$ cat src/rtl/alu_wb_stage_pkg.sv
// +----------------------------------------------------------------------------+
// | alu_wb_stage_pkg : opcode, condition-code and flag-index definitions       |
// | shared by the ALU and its writeback stage.                 Revision: 1.0   |
// +----------------------------------------------------------------------------+
`default_nettype none

package alu_wb_stage_pkg;

  typedef logic [2:0] alu_op_t;
  typedef logic [3:0] cond_t;

  localparam alu_op_t c_op_add = 3'b000;
  localparam alu_op_t c_op_sub = 3'b001;
  localparam alu_op_t c_op_rsb = 3'b010;
  localparam alu_op_t c_op_and = 3'b011;
  localparam alu_op_t c_op_not = 3'b100;
  localparam alu_op_t c_op_tst = 3'b101;
  localparam alu_op_t c_op_cmp = 3'b110;
  localparam alu_op_t c_op_mov = 3'b111;

  localparam cond_t c_cond_eq = 4'b0000;
  localparam cond_t c_cond_ne = 4'b0001;
  localparam cond_t c_cond_cs = 4'b0010;
  localparam cond_t c_cond_cc = 4'b0011;
  localparam cond_t c_cond_mi = 4'b0100;
  localparam cond_t c_cond_pl = 4'b0101;
  localparam cond_t c_cond_vs = 4'b0110;
  localparam cond_t c_cond_vc = 4'b0111;
  localparam cond_t c_cond_hi = 4'b1000;
  localparam cond_t c_cond_ls = 4'b1001;
  localparam cond_t c_cond_ge = 4'b1010;
  localparam cond_t c_cond_lt = 4'b1011;
  localparam cond_t c_cond_gt = 4'b1100;
  localparam cond_t c_cond_le = 4'b1101;
  localparam cond_t c_cond_al = 4'b1110;
  localparam cond_t c_cond_nv = 4'b1111;

  localparam int c_flag_z = 0;
  localparam int c_flag_c = 1;
  localparam int c_flag_n = 2;
  localparam int c_flag_v = 3;

  // Compare-type ops exist only for their flags and never touch the register file.
  function automatic logic op_writes_reg(input alu_op_t op);
    return (op != c_op_tst) && (op != c_op_cmp);
  endfunction

  function automatic logic op_writes_flags(input alu_op_t op, input logic set_flags);
    return set_flags || (op == c_op_tst) || (op == c_op_cmp);
  endfunction

endpackage

`default_nettype wire

$ cat src/rtl/alu_wb_stage_cond_eval.sv
// +----------------------------------------------------------------------------+
// | cond_eval : combinational ARM condition-code check against ZCNV status.    |
// |                                                            Revision: 1.0   |
// +----------------------------------------------------------------------------+
`default_nettype none

module cond_eval
  import alu_wb_stage_pkg::*;
(
  input  logic [3:0] cond,
  input  logic [3:0] status,
  output logic       pass
);

  logic w_z;
  logic w_c;
  logic w_n;
  logic w_v;

  assign w_z = status[c_flag_z];
  assign w_c = status[c_flag_c];
  assign w_n = status[c_flag_n];
  assign w_v = status[c_flag_v];

  always_comb begin
    pass = 1'b0;
    case (cond)
      c_cond_eq: pass = w_z;
      c_cond_ne: pass = !w_z;
      c_cond_cs: pass = w_c;
      c_cond_cc: pass = !w_c;
      c_cond_mi: pass = w_n;
      c_cond_pl: pass = !w_n;
      c_cond_vs: pass = w_v;
      c_cond_vc: pass = !w_v;
      c_cond_hi: pass = w_c && !w_z;
      c_cond_ls: pass = !w_c || w_z;
      c_cond_ge: pass = (w_n == w_v);
      c_cond_lt: pass = (w_n != w_v);
      c_cond_gt: pass = !w_z && (w_n == w_v);
      c_cond_le: pass = w_z || (w_n != w_v);
      c_cond_al: pass = 1'b1;
      c_cond_nv: pass = 1'b0;
      default:   pass = 1'b0;
    endcase
  end

endmodule

`default_nettype wire

$ cat src/rtl/alu_wb_stage.sv
// +----------------------------------------------------------------------------+
// | alu_wb_stage : single-entry writeback register with conditional execution, |
// | committed ZCNV status and retire counter.                  Revision: 1.0   |
// +----------------------------------------------------------------------------+
`default_nettype none

module alu_wb_stage
  import alu_wb_stage_pkg::*;
#(
  parameter int DW = 32,
  parameter int RW = 4,
  parameter int CW = 16
) (
  input  logic          clk,
  input  logic          rst_n,
  input  logic          in_valid,
  output logic          in_ready,
  input  logic [2:0]    op,
  input  logic [3:0]    cond,
  input  logic          set_flags,
  input  logic [RW-1:0] rd,
  input  logic [DW-1:0] alu_result,
  input  logic [3:0]    alu_flag,
  input  logic          flush,
  output logic          out_valid,
  input  logic          out_ready,
  output logic          wb_en,
  output logic [RW-1:0] wb_addr,
  output logic [DW-1:0] wb_data,
  output logic [3:0]    status,
  output logic [CW-1:0] retired
);

  logic          w_accept;
  logic          w_pass;
  logic          r_out_valid;
  logic          r_wb_en;
  logic [RW-1:0] r_wb_addr;
  logic [DW-1:0] r_wb_data;
  logic [3:0]    r_status;
  logic [CW-1:0] r_retired;

  // Condition is judged against committed status; a flag update from the
  // previous accept is already in r_status, so no bypass path is needed.
  cond_eval u_cond_eval (
    .cond   (cond),
    .status (r_status),
    .pass   (w_pass)
  );

  assign in_ready = (!r_out_valid || out_ready) && !flush;
  assign w_accept = in_valid && in_ready;

  always_ff @(posedge clk or negedge rst_n) begin
    if (!rst_n) begin
      r_out_valid <= 1'b0;
      r_wb_en     <= 1'b0;
      r_wb_addr   <= '0;
      r_wb_data   <= '0;
      r_status    <= 4'b0000;
      r_retired   <= '0;
    end else if (flush) begin
      r_out_valid <= 1'b0;
      r_wb_en     <= 1'b0;
    end else if (w_accept) begin
      // Failed-condition instructions still occupy the slot to keep ordering.
      r_out_valid <= 1'b1;
      r_wb_en     <= w_pass && op_writes_reg(op);
      r_wb_addr   <= rd;
      r_wb_data   <= alu_result;
      if (w_pass && op_writes_flags(op, set_flags)) begin
        r_status <= alu_flag;
      end
      if (w_pass) begin
        r_retired <= r_retired + CW'(1);
      end
    end else if (out_ready) begin
      r_out_valid <= 1'b0;
      r_wb_en     <= 1'b0;
    end
  end

  assign out_valid = r_out_valid;
  assign wb_en     = r_wb_en && r_out_valid;
  assign wb_addr   = r_wb_addr;
  assign wb_data   = r_wb_data;
  assign status    = r_status;
  assign retired   = r_retired;

endmodule

`default_nettype wire
$ cat config.mk
export PLATFORM = sky130hd
export DESIGN_NAME = alu_wb_stage
export DESIGN_NICKNAME = d
export VERILOG_FILES = /design/src/rtl/alu_wb_stage_pkg.sv /design/src/rtl/alu_wb_stage_cond_eval.sv /design/src/rtl/alu_wb_stage.sv
export SDC_FILE = /design/constraint.sdc
export NUM_CORES = 1
export LEC_CHECK = 0
export BUFFER_PORTS_ARGS = -buffer_cell sky130_fd_sc_hd__buf_2
export CAP_MARGIN = 40
export CORE_ASPECT_RATIO = 1.75
export CORE_MARGIN = 2
export CORE_UTILIZATION = 48
export CTS_CLUSTER_SIZE = 25
export DETAILED_ROUTE_END_ITERATION = 12
export PLACE_DENSITY = 0.88
export SYNTH_ARGS = -nofsm -noshare
export SYNTH_HDL_FRONTEND = slang
export SYNTH_SLANG_ARGS = --single-unit
$ cat constraint.sdc
create_clock -name clk -period 2.8 [get_ports clk]
set_clock_uncertainty 0.1 [all_clocks]
set_input_delay 0.28 -clock clk [delete_from_list [all_inputs] [get_ports clk]]
set_output_delay 0.28 -clock clk [all_outputs]
set_load 0.01 [all_outputs]
; Yosys cells after proc, flatten, opt, wreduce, memory -nomap -nowiden
; Cells that the tools add are included.
[word_totals]
inputBits = 53
elab_cells = 59
register_bits = 58
[op_classes]
bitwise = 1
n_addsub = 1
n_eq_ne = 21
muxes = 6
n_reduce_logical = 24
[op_table]
columns = op, count
row1 = $eq 4x4->1 const B, 8
row2 = $add 16x1->16 const B, 1
row3 = $eq 4x3->1 const B, 4
row4 = $pmux 1 s16, 1
row5 = $eq 4x2->1 const B, 2
row6 = $logic_and 1x1->1, 8
row7 = $eq 3x3->1 const B, 2
row8 = $logic_not 1->1, 6
row9 = $ne 3x3->1 const B, 2
row10 = $reduce_and 3->1, 2
row11 = $logic_or 1x1->1, 5
row12 = $mux 1, 5
row13 = $eq 4x1->1 const B, 1
row14 = $logic_not 4->1, 1
row15 = $reduce_bool 3->1, 1
row16 = $reduce_and 2->1, 1
row17 = $eq 1x1->1, 1
row18 = $ne 1x1->1, 1
row19 = $not 1->1, 1

; Longest topological paths before layout
; Gate-level depths: netlist of run 1.
[logic_depth]
ltp_word = 6
mapped_depth = 7

; Cells and area by module
; From an unflattened synthesis of run 1, not the netlist that was laid out.
[hier_totals]
hier_cells = 185
area_unflattened_um2 = 2532.4
[by_module_without_submodules]
columns = module, cells_per_inst, area_each_um2, instances
row1 = alu_wb_stage, 162, 2377.3, 1
row2 = cond_eval, 23, 155.1, 1

; Worst setup path before layout of run 1
; OpenSTA, ideal clock, no wires.
[synth_path]
path_kind = register to register
start = register r_status[3] (netlist: status[3])
end = register r_status[0] (netlist: status[0])
t_required_ns = 2.575
synth_period_minus_slack_ns = 2.098
n_path_buf = 0
setup_slack_ns = 0.702
arrival_ns = 1.872
stages_incl_launch_ff = 6
cell_sequence = dfrtp_1 -> xnor2_1 -> a211o_1 -> o221a_4 -> a211o_4 -> mux2_4
[synth_between]
elab_chain_cells = 5
elab_cells_between_ends = 8
cone_classes = eq/ne (2) / mux (1) / reduce/logical (5)
[synth_rtl]
columns = element, line
row1 = from (decl), alu_wb_stage.sv:40  ; logic [3:0] r_status;
row2 = from (signal assigned), alu_wb_stage.sv:72  ; r_status <= alu_flag;
row3 = $ne 1x1->1 or $eq 1x1->1 (tied branches), n/a
row4 = $logic_or 1x1->1 or $logic_and 1x1->1 (tied branches), "alu_wb_stage_cond_eval.sv:41, alu_wb_stage_cond_eval.sv:40"
row5 = $pmux 1 s16 (*), alu_wb_stage_cond_eval.sv:27  ; case (cond)
row6 = $logic_and 1x1->1 (*), alu_wb_stage.sv:71  ; if (w_pass && op_writes_flags(op, set_flags)) begin
row7 = $reduce_and 3->1 (no source line) (*), n/a
; Mark *: on every way between the ends. The rest lies on a longest branch, timed or not.
; A chain may end at the register's enable or synchronous reset.

; Final worst setup path of run 1
[layout_path]
start = register r_status[3] (netlist: status[3])
end = register r_status[3] (netlist: status[3])
; The elaborated chain is that of the path after synthesis.

==> results of run 1 <==
cells in the final DEF (no fill, tap or decap), types with 2 or more instances in the layout:
master	count
sky130_fd_sc_hd__dfrtp_1	58
sky130_fd_sc_hd__mux2_4	4
sky130_fd_sc_hd__nor3_1	2
sky130_fd_sc_hd__a21oi_1	3
sky130_fd_sc_hd__nor2_1	5
sky130_fd_sc_hd__buf_4	4
sky130_fd_sc_hd__buf_2	111
sky130_fd_sc_hd__mux2_2	36
sky130_fd_sc_hd__clkbuf_8	10
sky130_fd_sc_hd__a211oi_1	2
sky130_fd_sc_hd__nand3_1	8
sky130_fd_sc_hd__nor2b_1	3
sky130_fd_sc_hd__a211oi_2	10
sky130_fd_sc_hd__a2111oi_2	2
sky130_fd_sc_hd__clkinv_2	3
sky130_fd_sc_hd__nand2_1	10
sky130_fd_sc_hd__xor2_1	14
sky130_fd_sc_hd__inv_1	4
sky130_fd_sc_hd__xnor2_1	5
power breakdown:
| part | internal (W) | switching (W) |
|---|---|---|
| logic | 0.000345 | 0.000362 |
| registers | 0.000997 | 0.000135 |
| clock network | 0.000432 | 0.000314 |
| total | 0.00177 | 0.000811 |
registers in the layout (all words and copies together), names as in the netlist:
signal / flops
out_valid: 1
r_wb_en: 1
retired: 16
status: 4
wb_addr: 4
wb_data: 32
cells in the mapped netlist, drive strengths merged (2+ instances only):
library cell	n
a2111oi	3
a211o	2
a211oi	12
a21oi	3
and2	2
buf	7
dfrtp	58
inv	4
mux2	41
nand2	10
nand3	8
nor2	5
nor2b	3
nor3	2
nor3b	2
xnor2	5
xor2	14
layer usage:
layer / wire length [um] / global-route usage, % / share of wire, %
met5: 0 / 0 / 0
met4: 116 / 10.3 / 2.0
met3: 252 / 4.18 / 4.4
met2: 3330 / 35.2 / 58
met1: 2090 / 23.3 / 36
how the worst min path moves through the flow:
stage               slack [ns]  cells past startpoint   startpoint     endpoint
global route              0.05                      2        rst_n   retired[5]
detailed placement        0.37                      2        rst_n  retired[12]
floorplan                -0.12                      0        rst_n    out_valid
CTS                      0.008                      2        rst_n   retired[5]
finish                  -0.009                      2        rst_n   retired[5]
global placement          0.35                      1  retired[15]  retired[15]
final cells by class:
cell class | instances | area [um^2] | share of cell area [%]
repair buffers | 115 | 586 | 16.8
multi-input cells | 126 | 1150 | 32.9
flip-flops and latches | 58 | 1450 | 41.6
clock inverters | 5 | 53.8 | 1.54
inverters | 4 | 15.0 | 0.431
clock buffers | 11 | 141 | 4.05
well taps | 74 | 92.6 | 2.66
through the flow:
| step | setup slack [ns] | power (W) | cells | utilization, % |
|---|---|---|---|---|
| final | 0.517 | 0.00258 | 393 | 65.8 |
| after global routing | 0.429 | 0.00274 | 393 | 65.8 |
| after CTS | 0.506 | 0.00262 | 393 | 65.8 |
| after detailed placement | 0.515 | 0.00186 | 377 | 62.1 |
| after global placement | 0.584 | 0.00183 | 377 | 62.1 |
| after floorplan | 0.702 | 0.00156 | 196 | - |
cell families (layout without fill, tap and decap cells):
| kind of cell | after synthesis | in the layout | synth area share [%] |
|---|---|---|---|
| XOR/XNOR | 19 | 19 | 6.26 |
| adder cells (fa/ha/maj) | 1 | 1 | 0.471 |
| flip-flops | 58 | 58 | 54.6 |
| multiplexers | 42 | 42 | 18.3 |
| buffers and inverters | 12 | 135 | 2.35 |
| AND/OR/NAND/NOR | 40 | 40 | 7.96 |
| AO/OA/AOI/OAI | 24 | 24 | 9.99 |
worst reg2reg max path: cells and delay by family (launching register included):
family / cells / cell delay (ns)
DFF: 1 / 0.41
AOI/OAI and AO/OA: 3 / 1.16
xor gates and xnor gates: 1 / 0.20
muxes: 1 / 0.30
==> parameters.txt, run 1 <==
Parameter                              Value

Timing
  Number of hold-slack violations in the final timing report ... 7
  Highest achievable clock rate ... 438 MHz
  Tcrit/Tclk final ... about 82%
  # setup viols final ... 0
  Total Neg Setup Slack ... 0 ns
  Unrepaired setup endpoints after global routing ... no
  Worst slew margin ... between 50% and 60%
  Final critical path time including I/O delays and setup ... 2.28 ns
  Fin. max-slew vios ... 0
  Minimum hold slack ... -0.00899 ns
  Transition time of the tightest slew-check pin ... between 0.7 and 0.8 ns

Global route
  Total overflow reported by the global router ... 0
  Wire length of the first global-routing pass ... approximately 9.3 mm
  Global routing usage summed across all routing layers ... 20.4%
  Number of antenna violations at the first check in global routing ... 0
  Maximum number of pins on one net before global-route repair ... 59
  Vias in the first global route ... around 2000

Worst setup path
  Delay of the slowest cell on the worst path ... roughly 0.50 ns
  Worst path buffer plus inverter count ... 0
  Series of cell instances along the critical path ... xnor2_1, a2111oi_1, o221a_4, a211o_4, mux2_4
  Worst reg2reg startpoint ... status[3]
  Max FO, Critical Path ... 16
  Critical path arrival ... between 2 and 2.5 ns
  Endpoint type of the worst setup path ... flip-flop
  Required time of the worst setup path ... slightly below 3 ns
  Slowest cell on the critical path ... sky130_fd_sc_hd__a2111oi_1
  Crit Path Category ... flip-flop to flip-flop
  Reg2reg end ... status[3]
  Slack of the worst reg-to-reg path ... between 0.5 and 0.6 ns
  Timing endpoint of the critical path ... status[3]
  Crit path launch type ... flip-flop
  Cell depth of the worst setup path ... 5
  Critical path launch point ... status[3]
  Kind of cell adding the most delay to the critical path ... compound AO/OA/AOI/OAI gates
  Reg2reg path depth ... 5

Layout
  Finished Cell Area ... between 3000 and 4000 um^2
  Area growth, synth to finish ... 31.3%
  Fillcell total ... 430
  Share of final-layout standard cells stronger than drive strength 1 ... between 50% and 60%
  Total Nets Final ... approximately 370
  Antenna diode count ... 0

Logic synthesis
  Cell accounting for the most synthesized area ... sky130_fd_sc_hd__dfrtp_1
  Number of synthesized register bits ... 58
  Dominant cells by area after synthesis ... sky130_fd_sc_hd__dfrtp_1 (55%), sky130_fd_sc_hd__mux2_2 (15%), sky130_fd_sc_hd__a211oi_2 (4.7%)
  Number of instances in the synthesized netlist ... a little under 200
  Top flip-flop cell by instance count after synthesis ... sky130_fd_sc_hd__dfrtp_1
  Number of flops mapped to enable cells by yosys ... 0
  Fraction of the yosys area taken by sequential cells ... roughly 55%
  Post-Synthesis Cell Area ... 2660 um^2
  Share of Yosys cell area claimed by the top area cell type ... a little over half
  Async set or reset register ratio after synthesis ... 100%
  Mean instance size in the synthesized netlist ... between 10 and 15 um^2
  Total nets after synthesis ... 250
  Yosys synthesis warning count ... 0
  Number of distinct library cell variants in the gate-level netlist after synthesis ... 40

Drt
  Drt wl/cell ... 14.7 um
  Post-DR vias/cell ... roughly 5.1
  Number of nets with antenna violations after detailed routing ... 0
  WL final ... 5.79 mm
  Vias after detailed routing ... between 2000 and 2500
  DRC viols ... 0
  First-pass detailed-route iteration total ... 4
  First DRT Iteration DRCs ... 58

Placed design
  Detailed placement HPWL ... between 4 and 5 mm
  Post-DP Area ... approximately 3300 um^2
  Weighted congestion reported at the end of routability-driven placement ... roughly 0.89
  PortBufs ... ~110

Power
  Cell area power density ... approximately 740 nW/um^2
  Leakage power of the design ... ~1.7 nW
  Worst vdd rail ir drop ... 0.000482 V

Min path
  Hold Path Class ... input pin to asynchronous set/reset pin

Floorplanning
  Number of primary I/O pins ... 112
  Chip width ... approximately 60 um
  Placement row count ... 35
  Die area ... between 6000 and 7000 um^2
  Starting density of the core ... between 50% and 60%
  Die height ... ~100 um
  Floorplan Core Area ... roughly 5300 um^2

CTS
  CTS tree ... built
  Quantity of gates resized following cts ... 0
  Number of buffers added for setup after CTS ... 0
  Clk_lat worst skew ... approximately 0.32 ns
  Clock Root Buffer ... sky130_fd_sc_hd__clkbuf_8
  H-tree depth reported by CTS ... 3
  Clock buffer count from CTS ... 9
  CTS Buffer Depth ... 2
  Post-CTS Hold Buffers ... 0
  CTS clk-pin slew, worst paths ... approximately 0.070 ns
  Sinks on the clock net ... 58

Run status
  Outcome ... finished, violations left
  Violated checks ... negative hold slack

Flow run
  Maximum Capacitance Violations ... 0
Note: power is estimated with default switching activity, not from simulation.
==> run 2, diff against run 1 <==
--- a/config.mk
+++ b/config.mk
@@ -9,10 +9,10 @@
 export CAP_MARGIN = 40
 export CORE_ASPECT_RATIO = 1.75
 export CORE_MARGIN = 2
-export CORE_UTILIZATION = 48
+export CORE_UTILIZATION = 43
 export CTS_CLUSTER_SIZE = 25
 export DETAILED_ROUTE_END_ITERATION = 12
-export PLACE_DENSITY = 0.88
+export PLACE_DENSITY = 0.84
 export SYNTH_ARGS = -nofsm -noshare
 export SYNTH_HDL_FRONTEND = slang
 export SYNTH_SLANG_ARGS = --single-unit
==> constraint.sdc (replaced) <==
create_clock -name clk -period 1.9 [get_ports clk]
set_clock_uncertainty 0.1 [all_clocks]
set_input_delay 0.19 -clock clk [delete_from_list [all_inputs] [get_ports clk]]
set_output_delay 0.19 -clock clk [all_outputs]
set_load 0.01 [all_outputs]
==> parameters.txt, run 2 (same netlist as run 1, synthesis figures left out) <==
Parameter                              Value

Floorplanning
  Starting density of the core ... 44.8%
  Floorplan Core Area ... a little under 6000 um^2
  Die area ... approximately 6800 um^2
  Placement row count ... 37
  Chip width ... between 60 and 70 um
  Die height ... between 100 and 150 um
  Number of primary I/O pins ... ~110

Worst setup path
  Slowest cell on the critical path ... sky130_fd_sc_hd__dfrtp_2
  Max FO, Critical Path ... 4
  Critical path arrival ... between 2 and 2.5 ns
  Endpoint type of the worst setup path ... flip-flop
  Series of cell instances along the critical path ... xnor2_4, a211o_1, o221a_4, a211o_4, mux2_4
  Crit Path Category ... flip-flop to flip-flop
  Required time of the worst setup path ... a little over 2 ns
  Crit path launch type ... flip-flop
  Delay of the slowest cell on the worst path ... between 0.4 and 0.5 ns

Global route
  Wire length of the first global-routing pass ... approximately 11 mm
  Maximum number of pins on one net before global-route repair ... 23
  Vias in the first global route ... 2446
  Number of antenna violations at the first check in global routing ... 0
  Total overflow reported by the global router ... 0
  Global routing usage summed across all routing layers ... 21.2%

Drt
  WL final ... 6.85 mm
  Drt wl/cell ... around 15 um
  First DRT Iteration DRCs ... 53
  Number of nets with antenna violations after detailed routing ... 0
  Vias after detailed routing ... ~2200
  Post-DR vias/cell ... between 4 and 5
  First-pass detailed-route iteration total ... 4
  DRC viols ... 0

Min path
  Hold Path Class ... input pin to flip-flop

CTS
  Sinks on the clock net ... 58
  Clock Root Buffer ... sky130_fd_sc_hd__clkbuf_8
  CTS tree ... built
  CTS Buffer Depth ... 2
  CTS clk-pin slew, worst paths ... 0.06 ns
  H-tree depth reported by CTS ... 3
  Clock buffer count from CTS ... 9
  Clk_lat worst skew ... roughly 0.33 ns

Flow run
  Maximum Capacitance Violations ... 0

Timing
  Total Neg Setup Slack ... -1.35 ns
  Number of hold-slack violations in the final timing report ... 0
  Highest achievable clock rate ... around 500 MHz
  Tcrit/Tclk final ... 108%
  Final critical path time including I/O delays and setup ... 2.05 ns
  PnR worst setup slack ... -0.154 ns
  # setup viols final ... 21
  Unrepaired setup endpoints after global routing ... yes
  Transition time of the tightest slew-check pin ... 0.463 ns
  Fin. max-slew vios ... 0
  Worst slew margin ... a little under 70%

Power
  Worst vdd rail ir drop ... ~0.00096 V
  Leakage power of the design ... between 2 and 2.5 nW
  Cell area power density ... about 970 nW/um^2

Layout
  Commonest non-fill, non-tap cells in the layout ... sky130_fd_sc_hd__buf_2 (111), sky130_fd_sc_hd__dfrtp_1 (56), sky130_fd_sc_hd__dlygate4sd3_1 (43), sky130_fd_sc_hd__mux2_2 (36), sky130_fd_sc_hd__buf_4 (22)
  Most frequent standard cell in the layout excluding fill and tap cells ... sky130_fd_sc_hd__buf_2
  Max FFs per register ... 32
  FF+latch area ... 1450 um^2
  Antenna diode count ... 0
  Total Nets Final ... 433
  Multi-input combinational cell area ... around 1200 um^2
  Fillcell total ... about 450
  Share of final-layout standard cells stronger than drive strength 1 ... 56.5%
  Post-route non-filler standard cell count ... 460
  Area growth, synth to finish ... 57.8%

Placed design
  PortBufs ... between 100 and 150
  Detailed placement HPWL ... about 4.6 mm
  Number of placed cells counting well taps ... a little over 400
  Weighted congestion reported at the end of routability-driven placement ... ~0.86

Run status
  Violated checks ... negative setup slack
  Outcome ... finished, violations left
run 2: timing repair:
| item | in CTS | in global routing |
|---|---|---|
| endpoints found under the setup margin | 21 | 21 |
| hold endpoints to repair | 59 | 0 |
| pin swaps | 3 | 3 |
| resized for setup | 8 | 5 |
| setup buffers | 1 | 0 |
| hold buffers | 43 | 0 |
run 2: through the flow:
| step | util (%) | hold slack [ns] | power [W] | worst slack [ns] | instance area, um^2 |
|---|---|---|---|---|---|
| floorplan | - | -0.206 | 0.00233 | -0.147 | 2670 |
| global placement | 59.3 | 0.0684 | 0.00290 | -0.133 | 3520 |
| detailed placement | 59.3 | 0.0683 | 0.00295 | -0.336 | 3520 |
| CTS | 70.4 | 0.0144 | 0.00404 | -0.147 | 4170 |
| global route | 70.7 | 0.0514 | 0.00430 | -0.195 | 4190 |
| finish | 70.7 | 0.0388 | 0.00407 | -0.154 | 4190 |
run 2: worst max-delay path, delay by kind of cell, from the launching register on:
family / cells / cell delay, ns
multiplexers: 1 / 0.30
XOR/XNOR: 1 / 0.16
flip-flops: 1 / 0.44
AO/OA/AOI/OAI: 3 / 0.93
run 2: final timing paths:
check | slack, ns | cells past startpoint | endpoint | start
setup / recovery | -0.15 | 5 | status[3] | status[2]
hold / removal | 0.04 | 3 | r_wb_en | op[2]
setup reg to reg | -0.15 | 5 | status[3] | status[2]
hold reg to reg | 0.37 | 1 | retired[15] | retired[15]
max in group asynchronous | 0.81 | 3 | wb_data[13] | rst_n
min in group asynchronous | 0.24 | 2 | status[1] | rst_n
run 2: report_power, final:
part	total, W	switching [W]	internal, W
combinational	0.00146	0.000675	0.000782
sequential	0.00167	0.000192	0.00147
clock	0.000945	0.000456	0.000489
run 2: cell type report:
| type | instances | share of cell area, % |
|---|---|---|
| sequential | 58 | 34.7 |
| tap | 78 | 2.33 |
| clock inverter | 3 | 0.418 |
| inverter | 4 | 0.358 |
| clock buffer | 11 | 3.37 |
| timing repair buffer | 180 | 29.3 |
| multi-input combinational | 126 | 29.6 |
run 2: layer usage:
metal  global-route usage, %  routed length (um)  up-vias
met1                    21.0                2420     1071
li1                        -                   -     1071
met3                    4.79                 367       14
met4                    13.2                 194        0
met2                    39.2                3870       91
met5                       0                   0        -
==> run 3, diff against run 2 <==
==> constraint.sdc (replaced) <==
create_clock -name clk -period 1.9 [get_ports clk]
set_clock_uncertainty 0.1 [all_clocks]
set_input_delay 0.19 -clock clk [delete_from_list [all_inputs] [get_ports clk]]
set_output_delay 0.19 -clock clk [all_outputs]
set_load 0.05 [all_outputs]
==> parameters.txt, run 3 (same netlist as run 1, synthesis figures left out) <==
Parameter                              Value

Run status
  Outcome ... finished, violations left
  Violated checks ... negative setup slack

Floorplanning
  Starting density of the core ... 44.8%
  Die area ... roughly 6800 um^2
  Floorplan Core Area ... ~5900 um^2
  Placement row count ... 37
  Number of primary I/O pins ... roughly 110
  Die height ... approximately 110 um
  Chip width ... between 60 and 70 um

Layout
  Fillcell total ... between 300 and 400
  Share of final-layout standard cells stronger than drive strength 1 ... between 50% and 60%
  Most frequent standard cell in the layout excluding fill and tap cells ... sky130_fd_sc_hd__buf_2
  Total Nets Final ... around 430
  Area growth, synth to finish ... 60.8%
  Commonest non-fill, non-tap cells in the layout ... sky130_fd_sc_hd__buf_2 (111), sky130_fd_sc_hd__dfrtp_1 (53), sky130_fd_sc_hd__dlygate4sd3_1 (43), sky130_fd_sc_hd__mux2_2 (36), sky130_fd_sc_hd__buf_4 (23)
  Post-route non-filler standard cell count ... 462
  Antenna diode count ... 0
  Max FFs per register ... 32

Global route
  Number of antenna violations at the first check in global routing ... 0
  Busiest layer in global routing ... met2
  Met3 Track Usage GR ... about 6.7%
  Wire length of the first global-routing pass ... between 10 and 15 mm
  Global Route met2 Usage ... 42.3%
  GRT met1 Usage ... between 20% and 30%
  Total overflow reported by the global router ... 0
  Global routing usage summed across all routing layers ... a little under a quarter
  Maximum number of pins on one net before global-route repair ... 26
  Vias in the first global route ... between 2000 and 3000

Drt
  WL final ... 7.31 mm
  First-pass detailed-route iteration total ... 4
  Vias after detailed routing ... 2295
  DRC viols ... 0
  First DRT Iteration DRCs ... 45
  Post-DR vias/cell ... approximately 5.0
  Number of nets with antenna violations after detailed routing ... 0
  Drt wl/cell ... 15.8 um

CTS
  CTS tree ... built
  H-tree depth reported by CTS ... 3
  Clock Root Buffer ... sky130_fd_sc_hd__clkbuf_8
  Clock buffer count from CTS ... 9
  Sinks on the clock net ... just under 60
  Clk_lat worst skew ... 0.34 ns
  CTS clk-pin slew, worst paths ... ~0.070 ns
  CTS Buffer Depth ... 2

Worst setup path
  Crit Path Category ... flip-flop to flip-flop
  Required time of the worst setup path ... just over 2 ns
  Reg2reg path depth ... 5
  Kind of cell adding the most delay to the critical path ... compound AO/OA/AOI/OAI gates
  Crit path launch type ... flip-flop
  Critical path arrival ... 2.16 ns
  Delay of the slowest cell on the worst path ... 0.42 ns
  Endpoint type of the worst setup path ... flip-flop
  Worst path buffer plus inverter count ... 0
  Series of cell instances along the critical path ... xnor2_2, a211o_1, o221a_4, a211o_4, mux2_4
  Max FO, Critical Path ... 4
  Slowest cell on the critical path ... sky130_fd_sc_hd__dfrtp_2
  Slack of the worst reg-to-reg path ... -0.14 ns
  Reg2reg end ... status[2]
  Worst reg2reg startpoint ... status[2]

Min path
  Worst Min Path Start ... op[2]
  Hold Path Class ... input pin to flip-flop
  Worst-case hold path end point ... r_wb_en
  Number of cells on the worst hold path ... 3

Flow run
  Maximum Capacitance Violations ... 0

Placed design
  Detailed placement HPWL ... between 4 and 5 mm
  PortBufs ... 111
  Weighted congestion reported at the end of routability-driven placement ... 0.803
  Number of placed cells counting well taps ... 402

Power
  Worst vdd rail ir drop ... between 0.0009 and 0.001 V
  Combinational Power Share ... 41.8%
  Switching power ... about 0.0021 W
  Leakage power of the design ... 2.03 nW
  Sw Ratio ... approximately two fifths
  Portion of total power attributed to the clock network ... around a quarter
  Internal Power ... slightly above 0.003 W
  Part of the total power dissipated in sequential elements ... between 30% and 40%
  Cell area power density ... about 1200 nW/um^2

Timing
  Final critical path time including I/O delays and setup ... 2.04 ns
  # setup viols final ... 11
  Number of hold-slack violations in the final timing report ... 0
  Transition time of the tightest slew-check pin ... around 0.39 ns
  Total Neg Setup Slack ... -0.774 ns
  Tcrit/Tclk final ... 107%
  PnR worst setup slack ... -0.139 ns
  Unrepaired setup endpoints after global routing ... yes
  Worst slew margin ... 73.5%
  Highest achievable clock rate ... 490 MHz
  Fin. max-slew vios ... 0
[run 3: cell count changes in the layout (fill, tap and decap cells not counted), moves of 2 or more]
cell                        previous run  this run
sky130_fd_sc_hd__a211oi_4              0         2
sky130_fd_sc_hd__buf_12                3         1
sky130_fd_sc_hd__buf_6                 0         2
sky130_fd_sc_hd__bufinv_16             0         2
sky130_fd_sc_hd__clkbuf_8             10        13
sky130_fd_sc_hd__clkinv_2              2         0
sky130_fd_sc_hd__dfrtp_1              56        53
sky130_fd_sc_hd__dfrtp_2               2         5
[run 3: worst max-delay path by stage]
| stage | start | to | slack [ns] | cells after the start |
|---|---|---|---|---|
| after floorplan | status[2] | status[0] | -0.27 | 5 |
| after global placement | status[2] | status[1] | -0.14 | 5 |
| after detailed placement | status[2] | status[2] | -0.15 | 5 |
| after CTS | status[2] | status[1] | -0.14 | 5 |
| after global routing | status[2] | status[1] | -0.19 | 5 |
| final | status[2] | status[2] | -0.14 | 5 |
[run 3: power by group through the flow]
stage	logic [W]	clock network, W	registers, W
detailed placement	0.00200	0	0.00168
global route	0.00229	0.00145	0.00170
global placement	0.00197	0	0.00166
finish	0.00218	0.00137	0.00166
CTS	0.00216	0.00141	0.00166
floorplan	0.000552	0	0.00250
[run 3: final cells by class]
| cell class | count | area, um^2 | share of cell area (%) |
|---|---|---|---|
| clock buffers | 13 | 179 | 4.19 |
| clock inverters | 3 | 68.8 | 1.61 |
| inverters | 4 | 15.0 | 0.352 |
| multi-input cells | 126 | 1250 | 29.3 |
| flip-flops and latches | 58 | 1460 | 34.1 |
| well taps | 78 | 97.6 | 2.29 |
| repair buffers | 180 | 1200 | 28.1 |
[run 3: per-layer routing]
layer | share of wire (%) | wire, um | up-vias
li1 | - | - | 1068
met4 | 3.1 | 226 | 0
met5 | 0 | 0 | -
met2 | 56 | 4110 | 91
met1 | 35 | 2540 | 1114
met3 | 6.0 | 435 | 22
[run 3: tightest hold or removal path, delay by kind of cell]
kind	cells	cell delay [ns]
and+or+nand+nor	1	0.04
AOI/OAI and AO/OA	1	0.12
buffers and inverters	1	0.09
[run 3: what timing repair did]
item                                   in CTS  in global routing
hold buffers                               43                  0
setup endpoints to repair                  21                 44
endpoints found under the hold margin      57                  0
pin swaps                                  11                  3
setup buffers                               1                  0
gates resized for setup                    15                  2
[run 3: per-stage QoR]
| stage | total power [W] | hold slack (ns) | worst slack [ns] | util, % | instance area, um^2 |
|---|---|---|---|---|---|
| after global placement | 0.00363 | 0.0309 | -0.138 | 58.8 | 3490 |
| after floorplan | 0.00305 | -0.206 | -0.271 | - | 2690 |
| after detailed placement | 0.00368 | 0.0358 | -0.147 | 58.8 | 3490 |
| final | 0.00522 | 0.0457 | -0.139 | 72.1 | 4270 |
| after global routing | 0.00544 | 0.0374 | -0.191 | 72.1 | 4270 |
| after CTS | 0.00522 | 0.0405 | -0.144 | 71.9 | 4260 |
